==> config.mk <==
export PLATFORM = sky130hd
export DESIGN_NAME = dmem_responder
export DESIGN_NICKNAME = d
export VERILOG_FILES = /design/src/rtl/dmem_pkg.sv /design/src/rtl/dmem_trace_fifo.sv /design/src/rtl/dmem_responder.sv
export SDC_FILE = /design/constraint.sdc
export NUM_CORES = 2
export LEC_CHECK = 0
export ABC_AREA = 1
export CAP_MARGIN = 5
export CORE_MARGIN = 2
export CORE_UTILIZATION = 40
export CTS_BUF_LIST = sky130_fd_sc_hd__clkbuf_8
export CTS_CLUSTER_DIAMETER = 150
export CTS_CLUSTER_SIZE = 40
export DETAILED_ROUTE_END_ITERATION = 8
export DONT_BUFFER_PORTS = 1
export HOLD_SLACK_MARGIN = 0.03
export PLACE_DENSITY = 0.58
export SLEW_MARGIN = 20
export SYNTH_ARGS = -nofsm -noshare
export SYNTH_HDL_FRONTEND = slang
export SYNTH_HIERARCHICAL = 1
export SYNTH_SLANG_ARGS = --single-unit
==> constraint.sdc <==
create_clock -name clk -period 2.52 [get_ports clk]
set_input_delay 0.252 -clock clk [delete_from_list [all_inputs] [get_ports clk]]
set_output_delay 0.252 -clock clk [all_outputs]
set_load 0.1 [all_outputs]
==> src/rtl/dmem_pkg.sv <==
// rtl/dmem_pkg.sv - shared constants, trace entry type and lane-merge helper for dmem_responder
package dmem_pkg;

  localparam logic [31:0] DMEM_TOHOST_ADDR = 32'd100;
  localparam logic [31:0] DMEM_PASS_VALUE  = 32'd25;

  typedef struct packed {
    logic [31:0] addr;
    logic [31:0] data;
  } dmem_trace_t;

  // Byte lane i of the result comes from new_word when be[i] is set, else from old_word.
  function automatic logic [31:0] lane_merge(input logic [31:0] old_word,
                                             input logic [31:0] new_word,
                                             input logic [3:0]  be);
    logic [31:0] mask;
    mask = {{8{be[3]}}, {8{be[2]}}, {8{be[1]}}, {8{be[0]}}};
    return (new_word & mask) | (old_word & ~mask);
  endfunction

endpackage

==> src/rtl/dmem_trace_fifo.sv <==
// rtl/dmem_trace_fifo.sv - first-word-fall-through FIFO of dmem_trace_t store records
//
// Ports:
//   clk, reset     clock, asynchronous active-low reset
//   push/push_data write request and entry
//   pop            consumer take; ignored while empty
//   head           head entry, zero while empty
//   valid/empty    FIFO holds at least one entry / holds none
//   full           all DEPTH slots in use
//   overflow       sticky: a push was dropped because the FIFO was full
module dmem_trace_fifo
  import dmem_pkg::*;
#(
  parameter int DEPTH = 8
) (
  input  logic        clk,
  input  logic        reset,
  input  logic        push,
  input  dmem_trace_t push_data,
  input  logic        pop,
  output dmem_trace_t head,
  output logic        valid,
  output logic        full,
  output logic        empty,
  output logic        overflow
);

  localparam int PW = $clog2(DEPTH);
  localparam logic [PW:0]   CNT_ONE  = (PW+1)'(1);
  localparam logic [PW:0]   CNT_FULL = (PW+1)'(DEPTH);
  localparam logic [PW-1:0] PTR_ONE  = PW'(1);

  dmem_trace_t      store [DEPTH];
  logic [PW-1:0]    wr_ptr;
  logic [PW-1:0]    rd_ptr;
  logic [PW:0]      count;
  logic             ovf_q;
  logic             do_pop;
  logic             do_push;

  assign empty   = (count == '0);
  assign full    = (count == CNT_FULL);
  assign valid   = !empty;
  assign do_pop  = pop && !empty;
  // A pop on the same edge frees a slot, so a push into a full FIFO still lands.
  assign do_push = push && (!full || do_pop);

  always_ff @(posedge clk or negedge reset) begin
    if (!reset) begin
      wr_ptr <= '0;
      rd_ptr <= '0;
      count  <= '0;
      ovf_q  <= 1'b0;
    end else begin
      if (do_push) wr_ptr <= wr_ptr + PTR_ONE;
      if (do_pop)  rd_ptr <= rd_ptr + PTR_ONE;
      case ({do_push, do_pop})
        2'b10:   count <= count + CNT_ONE;
        2'b01:   count <= count - CNT_ONE;
        default: count <= count;
      endcase
      if (push && !do_push) ovf_q <= 1'b1;
    end
  end

  always_ff @(posedge clk) begin
    if (do_push) store[wr_ptr] <= push_data;
  end

  // Storage is not reset, so the head is masked to read as zero when empty.
  assign head     = empty ? '0 : store[rd_ptr];
  assign overflow = ovf_q;

endmodule

==> src/rtl/dmem_responder.sv <==
// rtl/dmem_responder.sv - data-memory responder: word RAM, tohost pass/fail decode, store trace
//
// Optional feature macro: DMEM_TRACE_EN (compiles in the store trace FIFO; otherwise trc_* read 0)
//
// Ports:
//   clk, reset                 clock, asynchronous active-low reset
//   MemWrite/DataAdr/WriteData store strobe, byte address, store data
//   ByteEn                     store byte lane enables
//   ReadData                   combinational load data for DataAdr
//   done/pass                  sticky tohost completion and its pass status
//   addr_err                   sticky out-of-range access flag
//   trc_valid/addr/data/ready  trace head handshake
//   trc_overflow               sticky dropped-trace flag
module dmem_responder
  import dmem_pkg::*;
#(
  parameter int          DEPTH       = 64,
  parameter logic [31:0] TOHOST_ADDR = DMEM_TOHOST_ADDR,
  parameter logic [31:0] PASS_VALUE  = DMEM_PASS_VALUE,
  parameter int          TRACE_DEPTH = 8
) (
  input  logic        clk,
  input  logic        reset,
  input  logic        MemWrite,
  input  logic [31:0] DataAdr,
  input  logic [31:0] WriteData,
  input  logic [3:0]  ByteEn,
  output logic [31:0] ReadData,
  output logic        done,
  output logic        pass,
  output logic        addr_err,
  output logic        trc_valid,
  output logic [31:0] trc_addr,
  output logic [31:0] trc_data,
  input  logic        trc_ready,
  output logic        trc_overflow
);

  localparam int AW = $clog2(DEPTH);

  logic [31:0]   ram [DEPTH];
  logic [31:0]   tohost_q;
  logic [29:0]   word_adr;
  logic [AW-1:0] idx;
  logic          in_range;
  logic          is_tohost;
  logic [31:0]   old_word;
  logic [31:0]   merged;
  logic          unused_lsb;

  assign word_adr   = DataAdr[31:2];
  assign idx        = DataAdr[AW+1:2];
  assign in_range   = (word_adr < 30'(DEPTH));
  assign is_tohost  = (word_adr == TOHOST_ADDR[31:2]);
  assign unused_lsb = ^DataAdr[1:0];

  // The tohost word shadows RAM; out-of-range words read as zero, which also makes
  // the merged value of an out-of-range store equal WriteData masked by ByteEn.
  always_comb begin
    old_word = '0;
    if (is_tohost)     old_word = tohost_q;
    else if (in_range) old_word = ram[idx];
  end

  assign ReadData = old_word;
  assign merged   = lane_merge(old_word, WriteData, ByteEn);

  // A store on an edge where reset is held low is discarded.
  always_ff @(posedge clk) begin
    if (reset && MemWrite && in_range && !is_tohost) ram[idx] <= merged;
  end

  always_ff @(posedge clk or negedge reset) begin
    if (!reset) begin
      tohost_q <= '0;
      done     <= 1'b0;
      pass     <= 1'b0;
      addr_err <= 1'b0;
    end else begin
      // There is no load strobe, so any edge that sees an out-of-range address counts.
      if (!in_range && !is_tohost) addr_err <= 1'b1;
      if (MemWrite && is_tohost) begin
        tohost_q <= merged;
        done     <= 1'b1;
        pass     <= (merged == PASS_VALUE);
      end
    end
  end

`ifdef DMEM_TRACE_EN
  dmem_trace_t trc_push_data;
  dmem_trace_t trc_head;
  logic        trc_full_unused;
  logic        trc_empty_unused;

  assign trc_push_data = '{addr: {word_adr, 2'b00}, data: merged};

  dmem_trace_fifo #(
    .DEPTH (TRACE_DEPTH)
  ) u_trace_fifo (
    .clk       (clk),
    .reset     (reset),
    .push      (MemWrite),
    .push_data (trc_push_data),
    .pop       (trc_ready),
    .head      (trc_head),
    .valid     (trc_valid),
    .full      (trc_full_unused),
    .empty     (trc_empty_unused),
    .overflow  (trc_overflow)
  );

  assign trc_addr = trc_head.addr;
  assign trc_data = trc_head.data;
`else
  logic unused_trc_ready;

  assign unused_trc_ready = trc_ready;
  assign trc_valid        = 1'b0;
  assign trc_addr         = '0;
  assign trc_data         = '0;
  assign trc_overflow     = 1'b0;
`endif

endmodule

==> flow_metrics.env <==
export IMPL_syn_avg_cell_area_um2=11.1
export IMPL_p_per_area_nw_per_um2=550
export IMPL_critPathLaunchType="input port"
export IMPL_cp_max_fo=345
export IMPL_clock_fmax_ghz=0.266
export IMPL_synth_area_leader_cell="edfxtp_1"
export IMPL_grt_pass1_wl_um=388000
export IMPL_path_clk_slew_ns=0.25
export IMPL_port_buffers=0
export IMPL_drc=0
export IMPL_status="finished with violations"
export IMPL_rows=170
export IMPL_clock_skew_ns=0.124
export IMPL_cpMostUsedCell="nand2_1"
export IMPL_synth_compound_area_share_pct=4.27
export IMPL_die_w_um=468
export IMPL_finalNonFillerCells=11100
export IMPL_synth_area_leaders="edfxtp_1 71%, nand2_1 10%, nor2_1 5.9%"
export IMPL_grt_usage_pct=24.4
export IMPL_multi_input_area_um2=22100
export IMPL_drtIter0Drc=7923
export IMPL_vias_per_cell=5.34
export IMPL_maxCapViolations=0
export IMPL_nFillCells=19200
export IMPL_synth_edff_count=2046
export IMPL_dp_cells=10900
export IMPL_antenna_found_initial=10
export IMPL_synthArstFlopShare_pct=1.68
export IMPL_synth_adder_area_share_pct=0
export IMPL_clock_root_buffer="clkbuf_8"
export IMPL_period_minus_slack_ns=3.76
export IMPL_drive_above_1_share_pct=14.4
export IMPL_final_cell_area_um2=100000
export IMPL_worstPathRequired_ns=2.27
export IMPL_clock_sinks=2081
export IMPL_endpoint_kind="output pin"
export IMPL_vdd_drop_max_mv=0.588
export IMPL_die_area_um2=219000
export IMPL_ioPinCount=173
export IMPL_synth_most_common_cell="nand2_1"
export IMPL_grt_max_degree=981
export IMPL_synth_xor_area_share_pct=0
export IMPL_grt_pass1_vias=54700
export IMPL_drtAntennaViolNets=0
export IMPL_firstDrtPassIters=5
export IMPL_hold_viol_final=0
export IMPL_slowest_delay_ns=0.46
export IMPL_worstSkewPairLatency_ns=1.00
export IMPL_rsz0062_at_grt="yes"
export IMPL_syn_to_final_growth_pct=16.8
export IMPL_place_congestion=0.947
export IMPL_yosysWarnings=6
export IMPL_worstPathArrival_ns=3.51
export IMPL_fin_ws_ns=-1.24
export IMPL_synth_top_family_by_area="simple AND/OR/NAND/NOR gates"
export IMPL_synth_distinct_cells=32
export IMPL_crit_path_cell_trace="nand2_2 > inv_2 > nand2_1 > buf_4 > o22ai_1 > nor2_1 > nand2_1 > nand2_1 > nand3_1 > o31ai_4 > buf_12"
export IMPL_hold_worst_slack_ns=0.131
export IMPL_violations="max-slew violations, negative setup slack"
export IMPL_syn_cell_area_um2=86100
export IMPL_crit_slowest_cell="nand2_2"
export IMPL_synthSimpleGateAreaFrac_pct=19.0
export IMPL_cts_tree="yes"
export IMPL_numCtsBuffers=58
export IMPL_p_leak_nw=37.0
export IMPL_final_nets=8286
export IMPL_coreArea_um2=214000
export IMPL_start_util_pct=40.2
export IMPL_hpwl_um=169000
export IMPL_synth_top_area_share_pct=71.4
export IMPL_power_total_w=0.0553
export IMPL_crit_buf_inv=3
export IMPL_setup_viol=1800
export IMPL_place_area_um2=97200
export IMPL_globalRouteOverflowTotal=0
export IMPL_wl_per_cell_um=24.8
export IMPL_syn_inst=7733
export IMPL_synthTopCellsByCount="2364 x nand2_1, 2046 x edfxtp_1, 1348 x nor2_1"
export IMPL_timing_slew_headroom_pct=-4.01
export IMPL_min_path_type="input port to register"
export IMPL_synth_flop_cell="edfxtp_1"
export IMPL_synth_ff_latch_count=2081
export IMPL_finalMaxSlewViolations=54
export IMPL_wl_um=276000
export IMPL_critPathKind="input port to output pin"
export IMPL_ys_seq_area_share_pct=72.4
export IMPL_die_h_um=468
export IMPL_seqCellArea_um2=62300
export IMPL_synth_area_mux_share_pct=0
export IMPL_cts_buffer_depth=3
export IMPL_h_tree_depth=2
export IMPL_post_route_period_util_pct=149
export IMPL_vias=59300
export IMPL_worstMarginPinSlew_ns=1.56
export IMPL_finalSetupTns_ns=-436.84
export IMPL_critPathTopFamily="simple AND/OR/NAND/NOR gates"
[cells in the final DEF (no fill, tap or decap), drive strengths merged]
cell | synthesis | final
buf | 382 | 720
clkinv | 3 | 5
nor2 | 1357 | 1357
a31oi | 1 | 1
nand3b | 4 | 4
inv | 293 | 341
edfxtp | 2046 | 2046
o21ai | 631 | 631
o21bai | 17 | 17
conb | 1 | 96
nor3 | 6 | 6
o31ai | 1 | 1
a21oi | 37 | 37
nand4 | 66 | 66
dfrtp | 35 | 35
nand2 | 2366 | 2366
diode | 0 | 4
clkinvlp | 0 | 2
dlygate4sd3 | 0 | 71
a22oi | 7 | 7
nand3 | 334 | 334
or2 | 33 | 33
clkbuf | 91 | 66
o22ai | 22 | 22
[layer usage]
layer	GRT usage, %	wire [µm]
met2	38.3	127000
met5	0	29
met1	34.5	114000
met4	9.91	12400
met3	2.95	22800
[state kept, by name, indices dropped and copies added, names as in the netlist]
register,count
pass,1
ram,2046
tohost_q,32
addr_err,1
done,1
[worst register-to-register path, stage by stage, from the launching register on]
cell	delay, ns
edfxtp_1	0.39
nor2_1	0.04
o21ai_0	0.17
nand2_1	0.12
nand2_1	0.07
nand2_1	0.09
nand2_4	0.12
nand2_1	0.10
nor2_4	0.13
nand3_2	0.13
buf_6	0.14
buf_4	0.13
buf_4	0.12
buf_4	0.12
buf_4	0.12
buf_4	0.13
buf_6	0.11
nand3_4	0.07
nand2_8	0.09
clkinv_8	0.12
buf_16	0.17
[layout make-up]
class / count / share of cell area, %
well taps: 2838 / 3.53
repair buffers: 799 / 10.3
flip-flops and latches: 2081 / 62.0
diodes: 4 / 0.00996
clock buffers: 58 / 0.794
clock inverters: 52 / 0.233
inverters: 296 / 1.15
multi-input cells: 4978 / 22.0
[where the power goes]
group | internal [W] | total (W) | leakage, nW | switching (W)
logic | 0.00153 | 0.00511 | 18.6 | 0.00358
clock network | 0.00222 | 0.0120 | 0.689 | 0.00981
registers | 0.0381 | 0.0381 | 17.7 | 0.0000110
total | 0.0419 | 0.0553 | 37.0 | 0.0134
[cell families (layout without fill, tap and decap cells)]
kind of cell / after synthesis / count (layout)
AND/OR/NAND/NOR: 4166 / 4166
AO/OA/AOI/OAI: 716 / 716
buffers and inverters: 769 / 1205
flip-flops: 2081 / 2081
other: 1 / 100
[worst paths after layout]
path                                           from                        to  slack [ns]  depth (start not counted)
setup / recovery                         DataAdr[3]              ReadData[24]       -1.24                         11
min in group asynchronous                     reset          done$_DFFE_PN0P_        0.40                          4
max in group asynchronous                     reset   tohost_q[6]$_DFFE_PN0P_        1.81                          4
hold reg to reg            tohost_q[18]$_DFFE_PN0P_  tohost_q[18]$_DFFE_PN0P_        0.52                          2
setup reg to reg                ram[2][2]$_DFFE_PP_      ram[39][2]$_DFFE_PP_       -0.38                         20
hold / removal                            ByteEn[3]          pass$_DFFE_PN0P_        0.13                          9
[timing repair]
action	CTS	global route
resized for setup	311	162
endpoints found under the setup margin	160	1748
endpoints found under the hold margin	1722	0
pin swaps	85	82
gates cloned	0	9
buffers inserted	8	3
hold buffers	73	0
[per-stage QoR]
stage | setup slack, ns | util [%]
finish | -1.24 | 46.9
global route | -0.721 | 46.9
CTS | -0.631 | 46.6
detailed placement | -0.865 | 45.4
global placement | -0.822 | 45.4
floorplan | -0.862 | -
No activity file was read; power rests on OpenSTA's default activity.
